==> config.mk <==
export PLATFORM = sky130hd
export DESIGN_NAME = mem_arbiter
export DESIGN_NICKNAME = d
export VERILOG_FILES = /design/src/rtl/mem_arbiter.sv
export SDC_FILE = /design/constraint.sdc
export NUM_CORES = 1
export LEC_CHECK = 0
export BUFFER_PORTS_ARGS = -buffer_cell sky130_fd_sc_hd__buf_4
export CAP_MARGIN = 20
export CORE_AREA = 2 2 121 123
export CTS_CLUSTER_SIZE = 8
export DETAILED_ROUTE_END_ITERATION = 8
export DIE_AREA = 0 0 123 125
export GPL_TIMING_DRIVEN = 0
export PLACE_DENSITY = 0.72
export SETUP_SLACK_MARGIN = 0.2
export SLEW_MARGIN = 0
export SYNTH_ARGS = -nofsm -noshare
export SYNTH_HDL_FRONTEND = slang
export SYNTH_SLANG_ARGS = --single-unit
==> constraint.sdc <==
create_clock -name CLK -period 6.4 [get_ports CLK]
set_clock_uncertainty 0.2 [all_clocks]
set_input_delay 0 -clock CLK [delete_from_list [all_inputs] [get_ports CLK]]
set_output_delay 0 -clock CLK [all_outputs]
set_load 0.02 [all_outputs]
==> src/rtl/mem_arbiter.sv <==
// Two-master arbiter in front of a single-ported memory.
// Each access takes three cycles: arbitrate/latch (IDLE), drive memory
// (ACCESS), return data and ready to the winner (RESP).
// Define MEM_ARB_RR_EN for round-robin arbitration. Without it, m0 has fixed
// priority and m1 is guaranteed a grant after MAX_BURST consecutive m0
// grants taken while m1 was waiting.
//
// state     | meaning
// ----------+-----------------------------------------------------------
// ST_IDLE   | memory port quiet; pick a winner and latch its request
// ST_ACCESS | latched request driven onto the memory port
// ST_RESP   | memory data returned, winner's ready pulsed
module mem_arbiter #(
   parameter int MAX_BURST = 4
) (
   input  logic        CLK,
   input  logic        SW1,
   input  logic [31:0] m0_addr,
   input  logic [31:0] m0_wdata,
   input  logic [3:0]  m0_wmask,
   input  logic        m0_rstrb,
   output logic [31:0] m0_rdata,
   output logic        m0_ready,
   input  logic [31:0] m1_addr,
   input  logic [31:0] m1_wdata,
   input  logic [3:0]  m1_wmask,
   input  logic        m1_rstrb,
   output logic [31:0] m1_rdata,
   output logic        m1_ready,
   output logic [31:0] mem_addr,
   output logic [31:0] mem_wdata,
   output logic [3:0]  mem_wmask,
   output logic        mem_rstrb,
   input  logic [31:0] mem_rdata
);

   localparam logic [1:0] ST_IDLE   = 2'd0;
   localparam logic [1:0] ST_ACCESS = 2'd1;
   localparam logic [1:0] ST_RESP   = 2'd2;

   logic [1:0]  state;
   logic [31:0] lat_addr;
   logic [31:0] lat_wdata;
   logic [3:0]  lat_wmask;
   logic        lat_rstrb;
   logic        grant_m1;
   logic        m0_req;
   logic        m1_req;
   logic        pick_m1;
   logic        arbitrate;
   logic        in_access;
   logic        in_resp;

   assign m0_req    = m0_rstrb | (|m0_wmask);
   assign m1_req    = m1_rstrb | (|m1_wmask);
   assign arbitrate = (state == ST_IDLE) & (m0_req | m1_req);

`ifdef MEM_ARB_RR_EN
   // Round-robin: on a tie the master that did not win last time gets it.
   // grant_m1 holds the most recent grant and resets to m1, so m0 goes first.
   always_comb begin
      pick_m1 = m1_req & (~m0_req | ~grant_m1);
   end
`else
   localparam int CW = $clog2(MAX_BURST + 1);

   logic [CW-1:0] burst_cnt;

   // Fixed priority to m0 unless m1 has already waited through MAX_BURST m0 grants.
   always_comb begin
      pick_m1 = m1_req & (~m0_req | (burst_cnt == CW'(MAX_BURST)));
   end

   // Count m0 grants taken while m1 waits; any m1 grant or m1 idle restarts the count.
   always_ff @(posedge CLK) begin
      if (SW1) begin
         burst_cnt <= '0;
      end else if (arbitrate) begin
         if (pick_m1 || !m1_req) begin
            burst_cnt <= '0;
         end else begin
            burst_cnt <= burst_cnt + 1'b1;
         end
      end
   end
`endif

   // Access sequencer; the winner's request is captured so later input changes cannot disturb it.
   always_ff @(posedge CLK) begin
      if (SW1) begin
         state     <= ST_IDLE;
         lat_addr  <= '0;
         lat_wdata <= '0;
         lat_wmask <= '0;
         lat_rstrb <= 1'b0;
         grant_m1  <= 1'b1;
      end else begin
         case (state)
            ST_IDLE: begin
               if (arbitrate) begin
                  state     <= ST_ACCESS;
                  grant_m1  <= pick_m1;
                  lat_addr  <= pick_m1 ? m1_addr  : m0_addr;
                  lat_wdata <= pick_m1 ? m1_wdata : m0_wdata;
                  lat_wmask <= pick_m1 ? m1_wmask : m0_wmask;
                  lat_rstrb <= pick_m1 ? m1_rstrb : m0_rstrb;
               end
            end
            ST_ACCESS: state <= ST_RESP;
            ST_RESP:   state <= ST_IDLE;
            default:   state <= ST_IDLE;
         endcase
      end
   end

   assign in_access = (state == ST_ACCESS);
   assign in_resp   = (state == ST_RESP);

   // Memory port is only active during ACCESS; it is held at zero otherwise.
   always_comb begin
      mem_addr  = in_access ? lat_addr  : '0;
      mem_wdata = in_access ? lat_wdata : '0;
      mem_wmask = in_access ? lat_wmask : '0;
      mem_rstrb = in_access & lat_rstrb;
   end

   // Only the recorded winner sees ready and data, and only during RESP.
   always_comb begin
      m0_ready = in_resp & ~grant_m1;
      m1_ready = in_resp & grant_m1;
      m0_rdata = m0_ready ? mem_rdata : '0;
      m1_rdata = m1_ready ? mem_rdata : '0;
   end

endmodule

======== Yosys cells after proc, flatten, opt, wreduce, memory -nomap -nowiden ========
Cells that the tools add are included.
Widths: inputs -> output; s select.
operators by class
  muxes and demuxes ....................... 12
  $add $sub $neg .......................... 1
  reduce and logical (&&, ||, !) cells .... 6
  bitwise operators ....................... 11
  equal/unequal tests ..................... 4
operators by type and width
  cell                 count
  $mux 32              6
  $mux 4               2
  $reduce_or 4->1      2
  $and 1x1->1          5
  $or 1x1->1           4
  $pmux 2 s2           1
  $add 3x1->3 const B  1
  $eq 3x3->1 const B   1
  $mux 3               1
  $eq 2x1->1 const B   1
  $eq 2x2->1 const B   1
  $logic_not 2->1      1
  $mux 2               1
  $ne 2x2->1 const B   1
  $not 1->1            2
  $reduce_and 2->1     1
  $logic_not 1->1      1
  $logic_or 1x1->1     1
  $mux 1               1
storage, ports and cells
  word-level logic and storage cells ...... 41
  register bits ........................... 75
  output and inout bits ................... 135
  input port bits ......................... 172

======== Depth between registers and ports, before layout ========
  depth after elaboration ................. 7
  mapped depth ............................ 9
  gate-level depth less buffers ........... 6

======== Least setup slack after synthesis ========
Ideal clock, no wire load.
  path type ............................... reg-to-reg
  from .................................... register burst_cnt[0]
  to ...................................... register lat_wdata[10]
  arrival time ............................ 1727 ps
  stages on the path, launching flop included .. 10
  clock period less this slack ............ 2016 ps
  setup time .............................. 89 ps
  path buffers ............................ 3
  setup slack ............................. 4384 ps
  data required time ...................... 6111 ps
  cell sequence ........................... dfxtp_1 -> inv_1 -> ha_1 -> and2_1 -> clkbuf_1 -> a21oi_1 -> buf_2 -> clkbuf_1 -> o21ai_0 -> a311oi_2
between the ends
  cells in the longest elaborated chain, start to end .. 4
RTL lines
  what                    line  RTL
  from (decl)             67    logic [CW-1:0] burst_cnt;
  from (signal assigned)  82    burst_cnt <= burst_cnt + 1'b1;
  $eq 3x3->1              71    pick_m1 = m1_req & (~m0_req | (burst_cnt == CW'(MAX_BURST)));
  $or 1x1->1              71
  $and 1x1->1             71
  $mux 32                 104   lat_wdata <= pick_m1 ? m1_wdata : m0_wdata;
  to (signal assigned)    104
  to (decl)               43    logic [31:0] lat_wdata;
No other way between the ends.
A chain may end at the register's enable or synchronous reset.

======== Final worst setup path ========
  from .................................... register burst_cnt[0]
  to ...................................... register lat_addr[22]
between the ends
  cells in the longest elaborated chain, start to end .. 4
RTL lines
  what                  line  RTL
  $eq 3x3->1            71
  $or 1x1->1            71
  $and 1x1->1           71
  $mux 32               103   lat_addr <= pick_m1 ? m1_addr : m0_addr;
  to (signal assigned)  103
  to (decl)             42    logic [31:0] lat_addr;
No other way between the ends.

==> flow_metrics.env <==
export IMPL_die_height_um=125
export IMPL_relSlewSlack_pct=44.1
export IMPL_worstMarginPinSlew_ns=0.837
export IMPL_synth_top_cell_area_share_pct=32.0
export IMPL_critPathRequiredTime_ns=6.49
export IMPL_synth_top_family_by_area="compound AO/OA/AOI/OAI gates"
export IMPL_grt_overflow=0
export IMPL_stdcell_count=1234
export IMPL_drc=0
export IMPL_grt_pass1_wl_mm=32.3
export IMPL_peakVddDrop_mv=0.103
export IMPL_synth_largest_area_cell="dfxtp_1"
export IMPL_die_w_um=123
export IMPL_die_area_mm2=0.0154
export IMPL_drt_initial_drc_count=603
export IMPL_hold_class="in -> out"
export IMPL_p_leak_uw=0.00401
export IMPL_syn_area_per_cell_um2=7.94
export IMPL_rsz0062_at_grt="no"
export IMPL_yosys_top_cells_area="dfxtp_1 (32%), and2_1 (18%), a311oi_1 (8.0%), a21oi_1 (8.0%), nand3_1 (7.0%)"
export IMPL_slowest_stage="dlygate4sd3_1"
export IMPL_comb_power_share_pct=32.6
export IMPL_ys_ff_latch=75
export IMPL_worst_ep_arrival_time_ns=3.27
export IMPL_crit_path_max_incr_delay_ns=0.59
export IMPL_synth_xor_area_share_pct=0
export IMPL_numCtsBuffers=9
export IMPL_synthMuxAreaShare_pct=0
export IMPL_grt_max_degree=13
export IMPL_syn_nets=765
export IMPL_yosysWarningCount=0
export IMPL_post_drt_via_cell_ratio=5.23
export IMPL_max_freq_ghz=0.315
export IMPL_hpwlAfterDp_mm=14.0
export IMPL_period_needed_ns=3.18
export IMPL_fin_util_pct=62.8
export IMPL_ant_nets=0
export IMPL_yosysSeqAreaShare_pct=32.0
export IMPL_grt_usage_pct=26.3
export IMPL_end_kind="register"
export IMPL_cts_resized=0
export IMPL_cts_sinks=75
export IMPL_core_mm2=0.0142
export IMPL_place_congestion=0.809
export IMPL_synthSimpleGateAreaFrac_pct=27.8
export IMPL_syn_inst=591
export IMPL_std_cell_rows=44
export IMPL_synth_area_mm2=0.00469
export IMPL_power_density_mw_per_mm2=182
export IMPL_portBuffers=305
export IMPL_clockRootBuffer="clkbuf_16"
export IMPL_vias=6450
export IMPL_cts_tree="built"
export IMPL_synth_compound_area_share_pct=32.2
export IMPL_path_cells="inv_1, ha_1, and2_1, clkbuf_1, a21oi_1, buf_2, clkbuf_1, o21ai_0, a311oi_1, dlygate4sd3_1"
export IMPL_cts_buffer_depth=2
export IMPL_cp_max_fo=10
export IMPL_grt_pass1_vias=6331
export IMPL_p_clk_share_pct=33.8
export IMPL_finalCritPeriodShare_pct=49.7
export IMPL_post_drt_wl_per_cell_um=17.2
export IMPL_seqPwrFrac_pct=33.6
export IMPL_cp_common_cell="clkbuf_1"
export IMPL_antenna_found_initial=0
export IMPL_clk_pin_slew_ns=0.07
export IMPL_area_growth_pct=89.9
export IMPL_swShare_pct=29.5
export IMPL_drive_gt1_share_pct=35.1
export IMPL_p_switching_uw=479
export IMPL_r2r_slack_ns=3.22
export IMPL_slew_viol_final=0
export IMPL_clkLatencyLatePin_ns=0.33
export IMPL_synth_cell_types=33
export IMPL_setup_tns_ns=0
export IMPL_diodes=0
export IMPL_run_status="finished, final reports clean"
export IMPL_p_int_uw=1140
export IMPL_hold_viol=0
export IMPL_startpoint_type="register"
export IMPL_cap_violations=0
export IMPL_synthAdderAreaFrac_pct=0.533
export IMPL_routed_wl_mm=21.2
export IMPL_finalSetupViolCount=0
export IMPL_final_nets=1220
export IMPL_timing_setup_critical_path_class="reg -> reg"
export IMPL_drt_pass1_iterations=5
export IMPL_ioPinCount=307
export IMPL_floorplan_initialDensity_pct=33.1
export IMPL_cts_max_level=3
export IMPL_post_place_cells=1080
-- Yosys cell counts --
| master | count |
|---|---|
| clkbuf_1 | 49 |
| ha_1 | 2 |
| a21boi_0 | 1 |
| and2_1 | 135 |
| nor2b_1 | 2 |
| clkbuf_2 | 2 |
| o32ai_1 | 1 |
| a21oi_1 | 75 |
| nand3b_1 | 1 |
| a221oi_1 | 1 |
| nor2_1 | 2 |
| a311oi_1 | 43 |
| inv_1 | 5 |
| and4_1 | 1 |
| nor2_2 | 1 |
| nand4_1 | 1 |
| buf_2 | 15 |
| or2_0 | 1 |
| dfxtp_1 | 75 |
| nor4_4 | 2 |
| o21ai_1 | 10 |
| or3_1 | 1 |
| buf_6 | 4 |
| nand3_1 | 66 |
| o221a_2 | 5 |
| buf_4 | 2 |
| nor3b_1 | 1 |
| and3b_1 | 1 |
| a311oi_2 | 20 |
| a21o_1 | 2 |
| nand2_1 | 3 |
| o21ai_0 | 57 |
| a211oi_1 | 4 |
-- through the flow --
step                hold slack (ns)  power, µW  worst slack, ns  instance area [µm²]
floorplan                   -0.0255        776             4.38                 4690
global placement             0.0928        965             3.92                 7210
detailed placement           0.0973        970             3.89                 7210
CTS                           0.111       1610             3.36                 8910
global route                  0.123       1690             3.05                 8910
finish                        0.111       1620             3.22                 8910
-- power groups by stage --
stage          Sequential [µW]  Clock (µW)  Combinational (µW)
2_1_floorplan              548           0                 228
3_3_place_gp               553           0                 412
3_5_place_dp               555           0                 415
4_1_cts                    545         551                 516
5_1_grt                    552         575                 566
6_report                   546         548                 529
-- state kept, by name (all words and copies together), names as in the netlist --
name       count
burst_cnt      3
grant_m1       1
lat_addr      32
lat_rstrb      1
lat_wdata     32
lat_wmask      4
state          2
-- per-layer routing --
metal  track usage (%)  vias to the layer above  share of wire [%]
met4              9.96                        0                3.2
met2              45.2                      319                 49
met3              5.79                       63                7.8
met5                 0                        -                  0
met1              31.7                     2989                 40
li1                  -                     3079                  -
-- what timing repair did --
action                                 in CTS  in global routing
endpoints found under the hold margin      70                  0
setup buffers                               0                  0
hold buffers                              139                  0
setup endpoints to repair                   0                  0
-- cell families (layout without fill, tap and decap cells) --
logic type | count (synthesis) | after routing
AOI/OAI and AO/OA | 219 | 219
adders and majority gates | 2 | 2
buffers and inverters | 77 | 536
DFF | 75 | 75
and+or+nand+nor | 218 | 218
-- worst paths after layout --
path	to	startpoint	depth (start not counted)
hold reg to reg	lat_wdata[25]	lat_wdata[25]	2
setup reg to reg	lat_addr[22]	burst_cnt[0]	10
hold / removal	m1_rdata[17]	mem_rdata[17]	3
setup / recovery	lat_addr[22]	burst_cnt[0]	10
-- worst max-delay path: cells and delay by family (launching register included) --
family                   cells  cell delay [ns]
adder cells (fa/ha/maj)      1             0.19
AO/OA/AOI/OAI                3             0.69
flip-flops                   1             0.35
AND/OR/NAND/NOR              1             0.15
buffers and inverters        5             1.54
-- cells in the final DEF, fill, tap and decap left out, types with 5 or more instances in the layout --
cell type        n
clkbuf_1        51
o21ai_0         57
dlygate4sd3_1  139
buf_4          307
dfxtp_1         75
a311oi_1        43
a311oi_2        20
a21oi_1         75
o221a_2          5
clkbuf_16        9
and2_1         135
nand3_1         66
inv_1            5
buf_2           15
o21ai_1         10
-- layout make-up --
cell class	count	area, µm²
fill	1245	5290
timing repair buffer	444	3680
multi-input combinational	439	2850
sequential	75	1500
buffer	72	329
clock buffer	11	233
tap	184	230
clock inverter	4	76.3
inverter	5	18.8
Power figures use the tool's default switching activity.
